$ cat src/rtl/puf_cro_response.sv
// Response stage for the configurable ring oscillator PUF: runs the CRO under two
// challenges, counts synchronized rising edges per window and reports A-faster-than-B.
module puf_cro_response #(
    parameter int CHAL_W = 6,
    parameter int CNT_W  = 16,
    parameter int WINDOW = 65536,
    parameter int SETTLE = 16,
    parameter int GAP    = 2
) (
    input  logic              clk,
    input  logic              rst,
    input  logic              req_valid,
    output logic              req_ready,
    input  logic [CHAL_W-1:0] chal_a,
    input  logic [CHAL_W-1:0] chal_b,
    output logic [CHAL_W-1:0] cro_challenge,
    output logic              cro_en,
    input  logic              cro_o,
    output logic              rsp_valid,
    input  logic              rsp_ready,
    output logic              rsp_bit,
    output logic              rsp_tie,
    output logic [CNT_W-1:0]  rsp_cnt_a,
    output logic [CNT_W-1:0]  rsp_cnt_b
);

    localparam int MAX_SG = (SETTLE > GAP) ? SETTLE : GAP;
    localparam int MAX_T  = (WINDOW > MAX_SG) ? WINDOW : MAX_SG;
    localparam int TW     = $clog2(MAX_T + 1);

    typedef enum logic [2:0] {
        S_IDLE,
        S_SETTLE_A,
        S_COUNT_A,
        S_GAP,
        S_SETTLE_B,
        S_COUNT_B,
        S_RESP
    } state_t;

    state_t             state;
    logic [TW-1:0]      timer;
    logic [CNT_W-1:0]   cnt_a;
    logic [CNT_W-1:0]   cnt_b;
    logic [CHAL_W-1:0]  chal_b_q;
    logic               ready_q;
    logic               s1;
    logic               s2;
    logic               s3;
    logic               rise;
    logic [CNT_W-1:0]   cnt_a_inc;
    logic [CNT_W-1:0]   cnt_b_inc;

    assign req_ready = ready_q & ~rst;
    assign rise      = s2 & ~s3;

    // Saturating increments; the B value feeds the compare so the last window edge is included.
    assign cnt_a_inc = (rise && (cnt_a != '1)) ? cnt_a + CNT_W'(1) : cnt_a;
    assign cnt_b_inc = (rise && (cnt_b != '1)) ? cnt_b + CNT_W'(1) : cnt_b;

    always_ff @(posedge clk) begin
        if (rst) begin
            state         <= S_IDLE;
            timer         <= '0;
            cnt_a         <= '0;
            cnt_b         <= '0;
            chal_b_q      <= '0;
            ready_q       <= 1'b1;
            s1            <= 1'b0;
            s2            <= 1'b0;
            s3            <= 1'b0;
            cro_en        <= 1'b0;
            cro_challenge <= '0;
            rsp_valid     <= 1'b0;
            rsp_bit       <= 1'b0;
            rsp_tie       <= 1'b0;
            rsp_cnt_a     <= '0;
            rsp_cnt_b     <= '0;
        end else begin
            s1 <= cro_o;
            s2 <= s1;
            s3 <= s2;
            case (state)
                S_IDLE: begin
                    if (req_valid) begin
                        chal_b_q      <= chal_b;
                        cnt_a         <= '0;
                        cnt_b         <= '0;
                        ready_q       <= 1'b0;
                        cro_en        <= 1'b1;
                        cro_challenge <= chal_a;
                        timer         <= TW'(SETTLE - 1);
                        state         <= S_SETTLE_A;
                    end
                end
                S_SETTLE_A: begin
                    if (timer == '0) begin
                        timer <= TW'(WINDOW - 1);
                        state <= S_COUNT_A;
                    end else begin
                        timer <= timer - TW'(1);
                    end
                end
                S_COUNT_A: begin
                    cnt_a <= cnt_a_inc;
                    if (timer == '0) begin
                        cro_en        <= 1'b0;
                        cro_challenge <= chal_b_q;
                        timer         <= TW'(GAP - 1);
                        state         <= S_GAP;
                    end else begin
                        timer <= timer - TW'(1);
                    end
                end
                S_GAP: begin
                    if (timer == '0) begin
                        cro_en <= 1'b1;
                        timer  <= TW'(SETTLE - 1);
                        state  <= S_SETTLE_B;
                    end else begin
                        timer <= timer - TW'(1);
                    end
                end
                S_SETTLE_B: begin
                    if (timer == '0) begin
                        timer <= TW'(WINDOW - 1);
                        state <= S_COUNT_B;
                    end else begin
                        timer <= timer - TW'(1);
                    end
                end
                S_COUNT_B: begin
                    cnt_b <= cnt_b_inc;
                    if (timer == '0) begin
                        cro_en    <= 1'b0;
                        rsp_valid <= 1'b1;
                        rsp_bit   <= (cnt_a > cnt_b_inc);
                        rsp_tie   <= (cnt_a == cnt_b_inc);
                        rsp_cnt_a <= cnt_a;
                        rsp_cnt_b <= cnt_b_inc;
                        state     <= S_RESP;
                    end else begin
                        timer <= timer - TW'(1);
                    end
                end
                S_RESP: begin
                    if (rsp_ready) begin
                        rsp_valid <= 1'b0;
                        ready_q   <= 1'b1;
                        state     <= S_IDLE;
                    end
                end
                default: begin
                    state <= S_IDLE;
                end
            endcase
        end
    end

endmodule

$ cat config.mk
export PLATFORM = sky130hd
export DESIGN_NAME = puf_cro_response
export DESIGN_NICKNAME = d
export VERILOG_FILES = /design/src/rtl/puf_cro_response.sv
export SDC_FILE = /design/constraint.sdc
export NUM_CORES = 1
export LEC_CHECK = 0
export BUFFER_PORTS_ARGS = -buffer_cell sky130_fd_sc_hd__buf_2
export CAP_MARGIN = 20
export CORE_MARGIN = 5
export CORE_UTILIZATION = 28
export DETAILED_ROUTE_END_ITERATION = 10
export GPL_ROUTABILITY_DRIVEN = 0
export PLACE_DENSITY_LB_ADDON = 0.12
export SLEW_MARGIN = 20
export SYNTH_ARGS = -nofsm -noshare
export SYNTH_HDL_FRONTEND = slang
export SYNTH_SLANG_ARGS = --single-unit
$ cat constraint.sdc
create_clock -name clk -period 3.9 [get_ports clk]
set_input_delay 0.585 -clock clk [delete_from_list [all_inputs] [get_ports clk]]
set_output_delay 0.585 -clock clk [all_outputs]
set_load 0.01 [all_outputs]
Word-level counts from Yosys, hierarchy flattened
Index checks and enable logic that the tools add are counted.
W data, S select, Z words.
{"block": "totals", "out_inout_bits": 43, "romBits": 0, "mem_bits_rw": 0, "reg_bits": 104, "latch_bits": 0, "mem_count": 0}
{"block": "op_classes", "n_eq_ne": 19, "n_shift": 0, "div_mod_pow": 0, "n_reduce_logical": 22, "n_mul": 0, "n_lt_le_gt_ge": 1, "bitwise": 4, "addsub": 3, "mux": 31}
{"cell": "$mux W17", "n": 5}
{"cell": "$pmux W17 S5", "n": 1}
{"cell": "$pmux W16 S2", "n": 2}
{"cell": "$mux W16", "n": 3}
{"cell": "$add A16 B1 Y16 const B", "n": 2}
{"cell": "$ne A16 B16 Y1 const B", "n": 2}
{"cell": "$mux W3", "n": 7}
{"cell": "$pmux W3 S7", "n": 1}
{"cell": "$ne A2 B2 Y1 const B", "n": 9}
{"cell": "$logic_not A17 Y1", "n": 1}
{"cell": "$sub A17 B1 Y17 const B", "n": 1}
{"cell": "$eq A16 B16 Y1", "n": 1}
{"cell": "$gt A16 B16 Y1", "n": 1}
{"cell": "$reduce_and A3 Y1", "n": 5}
{"cell": "$mux W6", "n": 2}
{"cell": "$pmux W6 S2", "n": 1}
{"cell": "$eq A3 B3 Y1 const B", "n": 3}
{"cell": "$reduce_bool A2 Y1", "n": 4}
{"cell": "$reduce_and A7 Y1", "n": 1}
{"cell": "$eq A3 B2 Y1 const B", "n": 2}
{"cell": "$mux W1", "n": 6}
{"cell": "$reduce_and A2 Y1", "n": 3}
{"cell": "$reduce_bool A5 Y1", "n": 1}
{"cell": "$pmux W1 S2", "n": 2}
{"cell": "other kinds (10)", "n": 14}

Depth between registers and ports, before layout
{"block": "depth", "ltp_word": 5, "depth_mapped": 16, "depth_no_buf": 15}

Least setup slack after synthesis
Ideal clock, no wire load.
{"block": "synth_path", "kind": "register to register", "from": "reg cnt_b[0]", "to": "reg rsp_bit", "period_less_slack_ps": 3106, "path_stages_with_launch": 16, "arrival_ps": 3047, "setup_ps": 59, "path_slack_ps": 794, "path_buffers": 0, "cell_sequence": "dfxtp_1 > ha_1 > nand4_1 > nor3_1 > nor3b_2 > and4_1 > nand4_1 > xor2_1 > ha_1 > nand4_1 > nor4_1 > and2_1 > a21boi_0 > o221a_2 > o221ai_1 > nand2_1"}
{"block": "synth_between", "elab_chain_len": 4, "elab_cells_between_ends": 5, "cone_classes": "1 x add/sub; 1 x order compare; 1 x eq/ne; 1 x mux; 1 x reduce/logical"}
{"item": "from (decl)", "line_no": "44", "source": "logic [CNT_W-1:0] cnt_b;"}
{"item": "from (signal assigned)", "line_no": "133", "source": "cnt_b <= cnt_b_inc;"}
{"item": "parallel branches: the longest is 2 deep, another holds $add A16 B1 Y16"}
{"item": "$mux W16 *", "line_no": "59", "source": "assign cnt_b_inc = (rise && (cnt_b != '1)) ? cnt_b + CNT_W'(1) : cnt_b;"}
{"item": "$gt A16 B16 Y1 *", "line_no": "137", "source": "rsp_bit <= (cnt_a > cnt_b_inc);"}
{"item": "to (signal assigned)", "line_no": "137"}
{"item": "to (decl)", "line_no": "21", "source": "output logic rsp_bit,"}
Every way passes the cells marked *.
A chain may end at the register's enable or synchronous reset.

Final worst setup path
Ends and elaborated chain as after synthesis.

==> flow_summary_export.csv <==
group,metric,value,unit
clock_network,cts_tree,"built",
synthesis,synthMuxAreaShare,0.0151,
synthesis,synth-simple-area-share,0.276,
sta,fmax,288,MHz
floorplan,die-area,22700,um^2
drt,detail_route.wl_per_cell,16.6,um
clock_network,root_buffer,"clkbuf_16",
critical_path,r2r_slack,0.42,ns
synthesis,synth.avg_cell_area,7.96,um^2
drt,vias,5166,
drt,totalWireLength,16700,um
drt,vias_per_cell,5.15,
synthesis,ys_dominant_reg_cell,"dfxtp_1",
critical_path,cp_common_cell,"nand4_1",
sta,period_needed,3.48,ns
synthesis,synth.net_count,732,
hold_path,hold_class,"flip-flop to flip-flop",
global_routing,grt_pass1_wl,26700,um
sta,rsz0062_at_grt,"no",
synthesis,synth_seq_cells,104,
synthesis,synth_compound_area_frac,0.192,
synthesis,yosysSeqAreaShare,0.375,
global_routing,antenna_found_initial,0,
final_layout,layout.nets,770,
critical_path,crit_fanout,6,
global_routing,grt_pass1_vias,4856,
synthesis,synthAdderAreaFrac,0.0406,
sta,worstMarginPinSlew,0.725,ns
sta,hold_ws,0.443,ns
critical_path,critPathLaunchType,"flip-flop",
drt,drt_first_pass_iters,5,
final_layout,layout-drive-gt1-share,0.146,
floorplan,die_w,151,um
critical_path,cp.buffers_inverters,0,
synthesis,synth_xor_area_frac,0.0530,
critical_path,cp-end-kind,"flip-flop",
final_layout,final_common_cell,"dfxtp_1",
global_routing,grt_max_degree,36,
clock_network,cts.clk_slew.worst_paths,0.08,ns
critical_path,cp.required,4.20,ns
pwr,vdd_ir_drop_max,0.240,mV
sta,worst_clock_skew,0.0139,ns
clock_network,clockBufferDepth,2,
clock_network,numCtsBuffers,9,
synthesis,synth_edf_count,0,
clock_network,cts.hold.buffers_added,0,
synthesis,yosys_warnings,0,
sta,timing.final.crit_share,0.891,
synthesis,synth_cell_type_count,70,
drt,met2_length,7390,um
floorplan,pin_count,60,
clock_network,cts.sinks,104,
drt,wl_met1,8290,um
pwr,p_per_area,542,nW/um^2
job,max-cap-violations,0,
critical_path,worstPathCellList,"ha_1, nand4_1, nor3_1, nor3b_2, and4_1, nand4_1, xor2_1, ha_1, nand4_1, nor4_2, and2_1, a21boi_0, o221a_2, o221ai_1, nand2_1",
floorplan,fp.coreArea,19500,um^2
clock_network,post_cts_buffers,0,
sta,slew_viol_final,0,
synthesis,synth_top_family_by_area,"simple AND/OR/NAND/NOR gates",
critical_path,slowest_stage,"dfxtp_1",
pwr,p_leak,2.36,nW
drt,drt_iter0_drc,384,
critical_path,worst_path_dominant_cell_family,"simple AND/OR/NAND/NOR gates",
synthesis,syn_area,5550,um^2
drt,dr_wl_met3,759,um
clock_network,cts_resized,0,
global_routing,grt_overflow,0,
sta,timing.final.hold_violations,0,
pwr,power,3.43,mW
critical_path,slowest_delay,0.36,ns
final_layout,area_growth,14.3,%
drt,top_layer,"met4",
floorplan,start_util,0.285,
drt,drtAntennaViolNets,0,
sta,final.setup.tns,0,ns
drt,drc_errors,0,
sta,relSlewSlack,0.510,
global_routing,track_usage,0.148,
run_status,status,"complete, no violations",
clock_network,htree_levels,3,
placed_design,dp_hpwl,12100,um
placed_design,portBuffers,59,
floorplan,die_h,151,um
final_layout,antenna_cells,0,
sta,setup_violations,0,
floorplan,num_rows,51,
clock_network,insertion_delay,0.35,ns
synthesis,synthArstFlopShare,0,
critical_path,arrival,3.77,ns
final_layout,final_cell_mix,"dfxtp_1 (104), nand2_1 (93), nor2_1 (85)",
critical_path,crit_type,"flip-flop to flip-flop",
synthesis,syn-instance-count,697,
-- through the flow --
step / utilization / worst slack [ns] / cells / area (um^2)
after floorplan: - / 0.794 / 697 / 5550
after global placement: 0.311 / 0.516 / 989 / 6060
after detailed placement: 0.311 / 0.426 / 989 / 6060
after CTS: 0.325 / 0.412 / 1004 / 6330
after global routing: 0.326 / 0.0374 / 1004 / 6340
final: 0.326 / 0.424 / 1004 / 6340
-- flip-flops by register name, summed over array words and instances (netlist names) --
name and cells:
rsp_cnt_a 16, cnt_a 16, state 3, s2 1, rsp_tie 1, cro_en 1
timer 17, chal_b_q 6, cro_challenge 6, s1 1, rsp_bit 1, rsp_valid 1
cnt_b 16, rsp_cnt_b 16, ready_q 1, s3 1
-- final timing paths --
kind / end / from / depth (start not counted)
max reg2reg: rsp_bit / cnt_b[0] / 15
min: s2 / s1 / 1
max: rsp_bit / cnt_b[0] / 15
min reg2reg: s2 / s1 / 1
-- kinds of logic after synthesis --
| kind of cell | Yosys count |
|---|---|
| simple gates | 313 |
| mux | 8 |
| compound gates | 164 |
| flops | 104 |
| xor+xnor | 32 |
| fa+ha+maj | 18 |
| buf+inv | 58 |
-- per-layer routing --
metal	GRT usage	up-vias
met5	0	-
met4	0.0426	0
met3	0.0256	15
met2	0.229	133
met1	0.212	2461
li1	-	2557
-- report_power, final --
| part | leakage, nW | internal, mW | switching [mW] |
|---|---|---|---|
| Sequential | 0.843 | 1.17 | 0.121 |
| Clock | 0.123 | 0.437 | 0.430 |
| Combinational | 1.39 | 0.439 | 0.839 |
-- synthesized netlist by cell type, types with 3 or more instances --
master | instances | area (um^2)
nand2b_1 | 5 | 31.3
and4_1 | 6 | 52.6
or4_1 | 3 | 22.5
ha_1 | 18 | 225
o21ai_0 | 25 | 125
xor2_1 | 15 | 131
a2bb2oi_1 | 3 | 26.3
nor3_1 | 27 | 135
clkbuf_1 | 30 | 113
a21o_1 | 4 | 30.0
xnor2_1 | 16 | 140
nor2b_1 | 8 | 50.1
a22oi_1 | 5 | 37.5
nor2_1 | 87 | 327
and3_1 | 7 | 43.8
nand3_1 | 30 | 150
nor4_1 | 6 | 37.5
dfxtp_1 | 104 | 2080
a31oi_1 | 7 | 43.8
and2_1 | 3 | 18.8
inv_1 | 14 | 52.6
nand4_1 | 11 | 68.8
mux2i_1 | 7 | 70.1
nand2_1 | 93 | 349
a21oi_1 | 66 | 330
or3_1 | 10 | 62.6
a211oi_2 | 4 | 50.1
a211oi_1 | 23 | 173
nor4b_1 | 3 | 26.3
buf_2 | 8 | 40.0
-- layout make-up --
cell class,count,area (um^2)
sequential,104,2080
clock buffer,10,229
timing repair buffer,70,378
inverter,15,56.3
multi-input combinational,535,3220
fill,2079,13100
tap,265,332
clock inverter,5,42.5
-- worst register-to-register path: cells and delay by family (launching register included) --
kind,cells,cell delay (ns)
AND/OR/NAND/NOR,9,1.84
adder cells (fa/ha/maj),2,0.55
AO/OA/AOI/OAI,3,0.49
flip-flops,1,0.36
XOR/XNOR,1,0.20
Note: power is estimated with default switching activity, not from simulation.
